$ cat src/rtl/md_unit.sv
// md_unit: iterative RV32M multiply/divide unit with registered result and done pulse.
// Ports: clk, rst_n (async active-low), start, funct3, op1, op2, flush -> busy, done, result.
// Multiply is an unsigned shift-add over magnitudes. Divide is restoring division.
// The sign is corrected on the final iteration edge.
module md_unit #(
    parameter int D_WIDTH = 32
) (
    input  logic               clk,
    input  logic               rst_n,
    input  logic               start,
    input  logic [2:0]         funct3,
    input  logic [D_WIDTH-1:0] op1,
    input  logic [D_WIDTH-1:0] op2,
    input  logic               flush,
    output logic               busy,
    output logic               done,
    output logic [D_WIDTH-1:0] result
);
    localparam int W  = D_WIDTH;
    localparam int CW = $clog2(W) + 1;
    localparam logic [1:0] IDLE = 2'd0, CALC = 2'd1, DONE = 2'd2;

    logic [1:0]     state;
    logic [2:0]     f3;
    logic           s1, s2;
    logic [W-1:0]   mag;
    logic [2*W-1:0] acc;
    logic [W:0]     rem;
    logic [CW-1:0]  cnt;

    logic           sg1, sg2, dz, ovf, sp;
    logic [W-1:0]   a1, a2, sres, q, r, fin;
    logic [W:0]     madd, rsh, diff, rem_n;
    logic [2*W-1:0] mul_n, div_n, acc_n, prod;

    always_comb begin
        sg1   = funct3 == 3'b001 || funct3 == 3'b010 || funct3 == 3'b100 || funct3 == 3'b110;
        sg2   = funct3 == 3'b001 || funct3 == 3'b100 || funct3 == 3'b110;
        a1    = (sg1 && op1[W-1]) ? -op1 : op1;
        a2    = (sg2 && op2[W-1]) ? -op2 : op2;
        dz    = op2 == '0;
        ovf   = !funct3[0] && op1 == {1'b1, {(W-1){1'b0}}} && op2 == '1;
        sp    = funct3[2] && (dz || ovf);
        // On overflow the quotient equals the dividend itself.
        sres  = dz ? (funct3[1] ? op1 : '1) : (funct3[1] ? '0 : op1);
        // Multiplier sits in acc low half and shifts out as the product shifts in.
        madd  = {1'b0, acc[2*W-1:W]} + {1'b0, acc[0] ? mag : {W{1'b0}}};
        mul_n = {madd, acc[W-1:1]};
        // Dividend shifts out of acc low half and quotient bits shift in.
        rsh   = {rem[W-1:0], acc[W-1]};
        diff  = rsh - {1'b0, mag};
        rem_n = diff[W] ? rsh : diff;
        div_n = {acc[2*W-1:W], acc[W-2:0], ~diff[W]};
        acc_n = f3[2] ? div_n : mul_n;
        prod  = (s1 ^ s2) ? -acc_n : acc_n;
        q     = (s1 ^ s2) ? -acc_n[W-1:0] : acc_n[W-1:0];
        r     = s1 ? -rem_n[W-1:0] : rem_n[W-1:0];
        fin   = f3[2] ? (f3[1] ? r : q) : (f3 == 3'b000 ? prod[W-1:0] : prod[2*W-1:W]);
    end

    assign busy = state != IDLE;
    assign done = state == DONE;

    always_ff @(posedge clk or negedge rst_n) begin
        if (!rst_n) begin
            state  <= IDLE;
            f3     <= '0;
            s1     <= 1'b0;
            s2     <= 1'b0;
            mag    <= '0;
            acc    <= '0;
            rem    <= '0;
            cnt    <= '0;
            result <= '0;
        end else if (flush) begin
            state <= IDLE;
        end else begin
            case (state)
                IDLE: if (start) begin
                    f3    <= funct3;
                    s1    <= sg1 & op1[W-1];
                    s2    <= sg2 & op2[W-1];
                    mag   <= funct3[2] ? a2 : a1;
                    acc   <= {{W{1'b0}}, funct3[2] ? a1 : a2};
                    rem   <= '0;
                    cnt   <= CW'(W);
                    state <= sp ? DONE : CALC;
                    if (sp) result <= sres;
                end
                CALC: begin
                    acc <= acc_n;
                    rem <= rem_n;
                    cnt <= cnt - 1'b1;
                    if (cnt == CW'(1)) begin
                        result <= fin;
                        state  <= DONE;
                    end
                end
                default: state <= IDLE;
            endcase
        end
    end
endmodule

$ cat config.mk
export PLATFORM = sky130hd
export DESIGN_NAME = md_unit
export DESIGN_NICKNAME = d
export VERILOG_FILES = /design/src/rtl/md_unit.sv
export SDC_FILE = /design/constraint.sdc
export NUM_CORES = 1
export LEC_CHECK = 0
export BUFFER_PORTS_ARGS = -buffer_cell sky130_fd_sc_hd__buf_2
export CORE_AREA = 3 3 215 217
export DETAILED_ROUTE_END_ITERATION = 8
export DIE_AREA = 0 0 218 220
export PLACE_DENSITY = 0.66
export SLEW_MARGIN = 10
export SYNTH_ARGS = -nofsm -noshare
export SYNTH_HDL_FRONTEND = slang
export SYNTH_SLANG_ARGS = --single-unit
$ cat constraint.sdc
create_clock -name clk -period 10.4 [get_ports clk]
set_input_delay 2.08 -clock clk [delete_from_list [all_inputs] [get_ports clk]]
set_output_delay 2.08 -clock clk [all_outputs]
set_load 0.005 [all_outputs]
==> Yosys cells after proc, flatten, opt, wreduce, memory -nomap -nowiden <==
Cells that the tools add are included.
{ "word_totals": {"reg_bits": 173, "inputBits": 71, "out_inout_bits": 34, "elab_cells": 88} }
{ "classes": {"add_sub_neg": 8, "eq_ne": 14, "muxes": 31, "bitwise_logic": 5, "reduce_logical": 21} }
{ "ops": {"columns": ["cell", "count"], "rows": [
  ["32-bit 2-to-1 mux", 18],
  ["64-bit 2-to-1 mux", 3],
  ["32-bit negator", 4],
  ["32-bit case mux with 2 select lines", 2],
  ["64-bit case mux with 2 select lines", 1],
  ["32-bit equality test (second input constant)", 2],
  ["64-bit negator", 1],
  ["32-bit by 32-bit adder with 33-bit output", 1],
  ["33-bit by 32-bit subtractor with 33-bit output", 1],
  ["32-bit logical NOT", 1],
  ["6-bit case mux with 2 select lines", 1],
  ["2-bit 2-to-1 mux", 4],
  ["3-bit equality test (second input constant)", 2],
  ["6-bit by 1-bit equality test with 1-bit output (second input constant)", 1],
  ["1-bit logical OR", 6],
  ["6-bit 2-to-1 mux", 1],
  ["2-bit != test (second input constant)", 3],
  ["3-bit != test (second input constant)", 2],
  ["3-bit AND reduction", 2],
  ["6-bit by 1-bit subtractor with 6-bit output (second input constant)", 1],
  ["1-bit logical AND", 5],
  ["5-bit AND reduction", 1],
  ["2-bit case mux with 2 select lines", 1],
  ["2-bit nonzero test", 2],
  ["other kinds (11)", 13]
]} }

==> Longest topological paths before layout <==
Gate-level depths: netlist (run 1).
{ "logic_depth": {"word_depth": 9, "mapped_depth": 24, "ltp_nobuf": 22} }

==> Worst setup path before layout (run 1) <==
Ideal clock, no wire load.
{ "synth_timing": {"path_kind": "reg-to-reg", "startpoint": "register acc[31]", "endpoint": "register result[26]", "setup_time_ns": 0.082, "arrival_time_ns": 4.988, "t_required_ns": 10.318, "path_slack_ns": 5.330, "stages_incl_launch_ff": 24, "path_buffers": 1, "period_less_slack_ns": 5.070, "cell_sequence": "dfrtp_1 -> inv_1 -> ha_1 -> fa_1 -> nand2b_1 -> a211oi_4 -> o2111ai_2 -> a21oi_4 -> o21a_1 -> nor2_1 -> buf_2 -> a21oi_1 -> ha_1 -> o211ai_1 -> nand4b_1 -> nor2_1 -> nor4b_2 -> and2_1 -> nand4_1 -> or4b_1 -> nand2_1 -> xnor2_1 -> o21ai_1 -> a31oi_1"} }
{ "synth_via": {"elab_chain_len": 9, "word_cells_on_any_way": 15, "cone_classes": "add/sub (4); mux (10); bitwise (1)"} }
{ "synth_rtl": {"columns": ["item", "line", "text"], "rows": [
  ["start, declared", "27", "logic [2*W-1:0] acc;"],
  ["start signal, assigned", "84", "acc <= {{W{1'b0}}, funct3[2] ? a1 : a2};"],
  ["start signal, assigned", "91", "acc <= acc_n;"],
  ["33-bit by 32-bit subtractor with 33-bit output", "51", "diff = rsh - {1'b0, mag};"],
  ["1-bit inverter", "53", "div_n = {acc[2*W-1:W], acc[W-2:0], ~diff[W]};"],
  ["64-bit 2-to-1 mux", "54", "acc_n = f3[2] ? div_n : mul_n;"],
  ["64-bit negator / 32-bit negator (equally long branches)", "55, 56", null],
  ["64-bit 2-to-1 mux / 32-bit 2-to-1 mux (equally long branches)", "55, 56", null],
  ["32-bit 2-to-1 mux", "58", "fin = f3[2] ? (f3[1] ? r : q) : (f3 == 3'b000 ? prod[W-1:0] : prod[2*W-1:W]);"],
  ["32-bit 2-to-1 mux (*)", "58", null],
  ["32-bit 2-to-1 mux (*)", "94", "if (cnt == CW'(1)) begin"],
  ["32-bit case mux with 2 select lines (*)", "78", "case (state)"],
  ["end signal, assigned", "88", "if (sp) result <= sres;"],
  ["end signal, assigned", "95", "result <= fin;"],
  ["end, declared", "17", "output logic [D_WIDTH-1:0] result"]
]} }
Every way passes the cells marked *; elsewhere a longest branch is shown, timed or not. The select of a mux whose other input is x is not followed.
A chain may end at the register's enable or synchronous reset.

==> Worst setup path after layout (run 1) <==
{ "layout_timing": {"startpoint": "register acc[31]", "endpoint": "register result[16]"} }
Same word-level chain as after synthesis.

==> impl_metrics.csv, run 1 <==
group,metric,value,unit
synthesis,syn_inst,2450,
global_routing,grt_pass1_wl,116000,um
timing,slew_viol_final,0,
synthesis,synthArstFlopShare,100,%
synthesis,netlist_top_cells_count,"nand2_1, o21ai_0, a21oi_1",
detailed_routing,detail_route.first_pass.iterations,6,
timing,rsz0062_at_grt,"false",
synthesis,synth-seq-cells,173,
synthesis,syn_avg_cell_area,7.44,um2
detailed_routing,ant_nets,0,
worst_setup_path,cp.buffers_inverters,1,
worst_setup_path,crit_type,"register to register",
min_path,hold_class,"register to register",
synthesis,synthMostInstantiatedCell,"nand2_1",
placement,io_buffers,104,
worst_setup_path,arrival,6.85,ns
layout,drive_gt1_share,9.89,%
worst_setup_path,worst_setup_path_start_kind,"register",
detailed_routing,routedWlPerCell,25.4,um
worst_setup_path,cp_max_fo,17,
timing,timing.final.ws_setup,3.90,ns
timing,hold_viol,0,
worst_setup_path,crit_family,"compound AO/OA/AOI/OAI gates",
synthesis,yosysTopAreaCellShare,23.8,%
detailed_routing,dr_wl_met3,7310,um
placement,place_ws,4.13,ns
global_routing,grt_max_degree,73,
clock_tree,clock_latency,0.51,ns
floorplanning,rows,77,
layout,multiInputGateArea,0.0131,mm2
layout,ff_latch_area,0.00433,mm2
layout,fillCellCount,4515,
synthesis,synth.distinct_cells,108,
synthesis,ys.flop_type,"dfrtp_1",
synthesis,ys_seq_area_share,23.8,%
floorplanning,initial_utilization,41.1,%
timing,tightest_slew,1.06,ns
global_routing,grtUsageTotal,31.9,%
clock_tree,path_clk_slew,0.08,ns
timing,setup_viol,0,
floorplanning,fp.dieH,220,um
layout,nets,2598,
worst_setup_path,cpPeakStageDelay,0.63,ns
detailed_routing,top_layer_used,"met5",
synthesis,synth_fp_nets,2594,
timing,setup_tns,0,ns
floorplanning,dieArea,0.0480,mm2
clock_tree,h-tree-depth,4,
detailed_routing,drtIter0Drc,2504,
clock_tree,cts_made_buffers,17,
floorplanning,pin_count,105,
detailed_routing,post-route-drc-count,0,
detailed_routing,viasPerCell,6.46,
synthesis,synth_edf_count,0,
power_and_ir_drop,p_per_area,337,mW/mm2
floorplanning,die_width,218,um
global_routing,globalRouteOverflowTotal,0,
detailed_routing,vias,19800,
synthesis,synth_top_area_cell,"dfrtp_1",
run_status,status,"finished, final reports clean",
clock_tree,clock_path_buffers,2,
job,cap_violations,0,
synthesis,yosys_warnings,0,
synthesis,syn_area,0.0182,mm2
floorplanning,core,0.0443,mm2
detailed_routing,postRouteWirelength,77600,um
placement,dp_hpwl,61200,um
power_and_ir_drop,peakVddDrop,0.153,mV
worst_setup_path,setup.worst_path.end_class,"register",
worst_setup_path,cp.required,10.75,ns
worst_setup_path,slowest_stage,"o21a_1",
timing,min_period,6.50,ns
power_and_ir_drop,total_power,6.66,mW
worst_setup_path,path_cells,"inv_1 -> ha_1 -> fa_1 -> nand2b_1 -> a211oi_4 -> o2111ai_2 -> a21oi_4 -> o21a_1 -> nor2_4 -> a21oi_1 -> ha_1 -> o211ai_1 -> nand4b_1 -> nor2_1 -> nor4b_2 -> and2_1 -> and4_1 -> a21oi_1 -> xnor2_1 -> o221ai_1 -> o221ai_1",
synthesis,synth_area_leaders,"dfrtp_1, o21ai_0, a21oi_1",
timing,period_share,62.5,%
clock_tree,cts_tree,"built",
global_routing,grt_pass1_vias,18400,
power_and_ir_drop,p_leak,8.20,nW
clock_tree,cts_sinks,173,
detailed_routing,wl_met1,32300,um
clock_tree,post_cts_buffers,0,
layout,synthToLayoutAreaGrowth,8.50,%
placement,gp_congestion,1.06,
clock_tree,root_buffer,"clkbuf_16",
detailed_routing,met2_length,33400,um
timing,fin_skew,0.0166,ns
clock_tree,cts_resized,0,
clock_tree,cts_hold_buf,0,
global_routing,antenna_found_initial,1,
timing,fmax,154,MHz
timing,slew_headroom,29.5,%
[worst register-to-register path: cells and delay by family, from the launching register on]
kind / cells / cell delay (ns)
compound gates: 9 / 2.81
fa+ha+maj: 3 / 0.91
flops: 1 / 0.43
buf+inv: 1 / 0.09
simple gates: 7 / 1.91
xor+xnor: 1 / 0.19
[cell type report]
| type | instances | share of cell area (%) |
|---|---|---|
| diodes | 2 | 0.0253 |
| well taps | 592 | 3.75 |
| inverters | 73 | 1.39 |
| flip-flops and latches | 173 | 21.9 |
| clock buffers | 18 | 2.22 |
| clock inverters | 14 | 0.886 |
| multi-input cells | 2055 | 66.0 |
| repair buffers | 134 | 3.83 |
[through the flow]
step	cells	hold WS [ns]	utilization [%]	area, um2
after floorplan	2450	0.463	-	18200
after detailed placement	3027	0.474	43.2	19200
final	3061	0.494	44.6	19800
after global placement	3027	0.465	43.2	19200
after global routing	3059	0.523	44.6	19800
after CTS	3059	0.492	44.6	19800
[final timing paths]
path	start	to	slack (ns)	cells past startpoint
setup / recovery	acc[31]	result[16]	3.90	21
hold / removal	result[10]	result[10]	0.49	1
setup reg to reg	acc[31]	result[16]	3.90	21
hold reg to reg	result[10]	result[10]	0.49	1
max in group asynchronous	rst_n	acc[32]	6.80	3
min in group asynchronous	rst_n	acc[54]	1.57	1
[report_power, final]
part / switching, mW / internal, mW
Combinational: 3.14 / 1.62
Sequential: 0.305 / 0.888
Clock: 0.340 / 0.369
Total: 3.78 / 2.88
[per-layer routing]
metal	up-vias	global-route usage, %
met5	-	0
met4	2	17.3
met3	172	5.83
met2	1096	48.3
met1	9530	43.1
li1	8978	-
[cells in the final DEF, fill, tap and decap left out, types with 35 or more instances in the layout]
| cell type | Yosys | routed |
|---|---|---|
| xor2_1 | 94 | 94 |
| nand3_1 | 38 | 38 |
| dfrtp_1 | 173 | 172 |
| nor3_1 | 70 | 70 |
| and2_1 | 50 | 50 |
| xnor2_1 | 89 | 88 |
| a21oi_1 | 237 | 237 |
| inv_1 | 71 | 71 |
| o21ai_0 | 256 | 255 |
| nand2_1 | 303 | 303 |
| or3_1 | 35 | 35 |
| nor2_1 | 214 | 212 |
| buf_2 | 28 | 102 |
| ha_1 | 71 | 71 |
| mux2i_1 | 69 | 69 |
[kinds of logic after synthesis]
group	after synthesis	share of synthesized area (%)
AOI/OAI and AO/OA	843	29.6
DFF	173	23.8
muxes	80	4.47
buffers and inverters	222	4.91
and+or+nand+nor	875	23.3
xor gates and xnor gates	183	8.79
adders and majority gates	74	5.15
[registers in the layout, summed over array words and instances, names as in the netlist]
register and cells:
acc 64, mag 32, rem 32, result 32, cnt 6, f3 3
state 2, s1 1, s2 1
Power figures use the tool's default switching activity.
==> run 2, diff against run 1 <==
- ABC_AREA: unset -> 1
- CORE_AREA: 3 3 215 217 -> 3 3 228 230
- DIE_AREA: 0 0 218 220 -> 0 0 231 233
- PLACE_DENSITY: 0.66 -> 0.68
- clock period: 10.4 -> 5.95 ns (I/O delays scaled with it)
==> run 2 against run 1 <==
Compared with the run above: synthesized cell count is 45% higher; register-to-register slack worse by 2.8 ns; final cell count rose by 40%; critical path type unchanged; via count grew 20%; combinational power up 150%; utilization fell by 0.32 points.
==> impl_metrics.csv, run 2 <==
group,metric,value,unit
run_status,status,"finished, final reports clean",
layout,top_register,"acc",
clock_tree,cts_hold_buf,0,
synthesis,synth-seq-cells,173,
timing,setup_viol,0,
clock_tree,clock_path_buffers,2,
worst_setup_path,slowest_stage,"fa_1",
layout,largest_reg_flops,64,
worst_setup_path,cpPeakStageDelay,0.42,ns
clock_tree,root_buffer,"clkbuf_16",
worst_setup_path,crit_type,"register to register",
synthesis,ys.flop_type,"dfrtp_1",
layout,layout_common_cells,"nand2_1, inv_1, nor2_1",
synthesis,ys_seq_area_share,21.1,%
synthesis,synth_area_leaders,"nand2_1, dfrtp_1, inv_1",
floorplanning,pin_count,105,
clock_tree,h-tree-depth,4,
synthesis,syn_area,0.0205,mm2
placement,placed_cell_area,0.0215,mm2
placement,gp_congestion,1.05,
worst_setup_path,cp_max_fo,41,
synthesis,yosys_warnings,0,
timing,timing.final.ws_setup,1.06,ns
job,cap_violations,0,
synthesis,synthMostInstantiatedCell,"nand2_1",
clock_tree,post_cts_buffers,0,
detailed_routing,drtIter0Drc,2661,
clock_tree,cts_made_buffers,17,
global_routing,globalRouteOverflowTotal,0,
timing,setup_tns,0,ns
power_and_ir_drop,p_per_area,681,mW/mm2
placement,io_buffers,104,
layout,synthToLayoutAreaGrowth,7.98,%
timing,tightest_slew,1.18,ns
layout,ff_latch_area,0.00433,mm2
global_routing,grt_use_met2,49.3,%
clock_tree,path_clk_slew,0.08,ns
worst_setup_path,cp.required,6.33,ns
layout,drive_gt1_share,8.31,%
synthesis,syn_inst,3562,
global_routing,busiest_layer,"met2",
layout,final_area,0.0222,mm2
detailed_routing,ant_nets,0,
worst_setup_path,setup.worst_path.end_class,"register",
synthesis,synth.distinct_cells,59,
global_routing,grtUsageTotal,32.2,%
placement,place_ws,1.18,ns
synthesis,synth_edf_count,0,
timing,rsz0062_at_grt,"false",
timing,slew_headroom,20.8,%
floorplanning,core,0.0501,mm2
clock_tree,cts_sinks,173,
timing,fmax,205,MHz
detailed_routing,viasPerCell,5.55,
worst_setup_path,worst_setup_path_start_kind,"register",
synthesis,synthArstFlopShare,100,%
global_routing,grt_pass1_vias,21300,
global_routing,grt_max_degree,95,
clock_tree,cts_tree,"built",
placement,dp_cells,4240,
synthesis,yosysTopAreaCellShare,21.1,%
floorplanning,die_width,231,um
placement,dp_hpwl,71100,um
layout,multiInputGateArea,0.0134,mm2
detailed_routing,routedWlPerCell,20.7,um
timing,min_period,4.89,ns
timing,fin_skew,0.0146,ns
clock_tree,clock_latency,0.49,ns
layout,instances_no_fill,4274,
timing,period_share,82.1,%
worst_setup_path,arrival,5.27,ns
floorplanning,initial_utilization,41.0,%
detailed_routing,vias,23700,
layout,nets,3731,
synthesis,synth_top_area_cell,"nand2_1",
global_routing,met1_usage,40.9,%
layout,layout_commonest_cell,"nand2_1",
detailed_routing,detail_route.first_pass.iterations,8,
min_path,hold_class,"register to register",
global_routing,antenna_found_initial,4,
floorplanning,rows,82,
synthesis,synth_fp_nets,3706,
detailed_routing,postRouteWirelength,88300,um
timing,slew_viol_final,0,
global_routing,use_met3,7.69,%
clock_tree,cts_resized,0,
synthesis,syn_avg_cell_area,5.77,um2
timing,holdWs,0.478,ns
power_and_ir_drop,peakVddDrop,0.343,mV
synthesis,netlist_top_cells_count,"nand2_1, inv_1, nor2_1",
layout,fillCellCount,5614,
power_and_ir_drop,p_leak,12.0,nW
timing,hold_viol,0,
worst_setup_path,crit_path_frequent_cell,"nand2_1",
floorplanning,dieArea,0.0538,mm2
floorplanning,fp.dieH,233,um
global_routing,grt_pass1_wl,131000,um
detailed_routing,post-route-drc-count,0,
==> run 2: cell families after synthesis <==
logic type | share of synthesized area (%)
AOI/OAI and AO/OA | 16.1
xor gates and xnor gates | 4.18
adders and majority gates | 4.52
buffers and inverters | 13.6
DFF | 21.1
muxes | 0.0670
and+or+nand+nor | 40.4
==> run 2: area by class of cell <==
type | instances | area share, %
antenna | 2 | 0.0226
inverter | 569 | 9.63
sequential | 173 | 19.5
multi-input combinational | 2688 | 60.6
tap | 672 | 3.79
clock inverter | 12 | 0.784
clock buffer | 20 | 2.06
timing repair buffer | 138 | 3.59
==> run 2: critical path, delay by kind of cell (launching register included) <==
kind	cells	cell delay (ns)
buf+inv	3	0.28
compound gates	1	0.15
simple gates	29	3.12
fa+ha+maj	3	0.85
flops	1	0.33
==> run 2: stage by stage <==
step | utilization [%] | power [mW]
floorplan | - | 10.3
global placement | 43.0 | 13.5
detailed placement | 43.0 | 13.5
CTS | 44.3 | 14.8
global route | 44.3 | 16.3
finish | 44.3 | 15.1
==> run 2: power by group <==
| part | internal [mW] | leakage [nW] | switching, mW |
|---|---|---|---|
| clock network | 0.695 | 0.310 | 0.565 |
| logic | 3.36 | 9.48 | 8.40 |
| registers | 1.64 | 2.24 | 0.439 |
==> run 2: path summary, 6_finish.rpt <==
check | depth (start not counted) | slack (ns) | from | end
setup / recovery | 36 | 1.06 | acc[31] | result[28]
hold reg to reg | 2 | 0.48 | result[27] | result[27]
min in group asynchronous | 1 | 0.76 | rst_n | result[23]
hold / removal | 2 | 0.48 | result[27] | result[27]
max in group asynchronous | 2 | 4.14 | rst_n | rem[26]
setup reg to reg | 36 | 1.06 | acc[31] | result[28]
==> run 2: metal layers <==
metal / share of wire [%] / up-vias
li1: - / 11400
met1: 40 / 10800
met2: 42 / 1250
met3: 10 / 301
met4: 7.4 / 4
met5: 0.036 / -
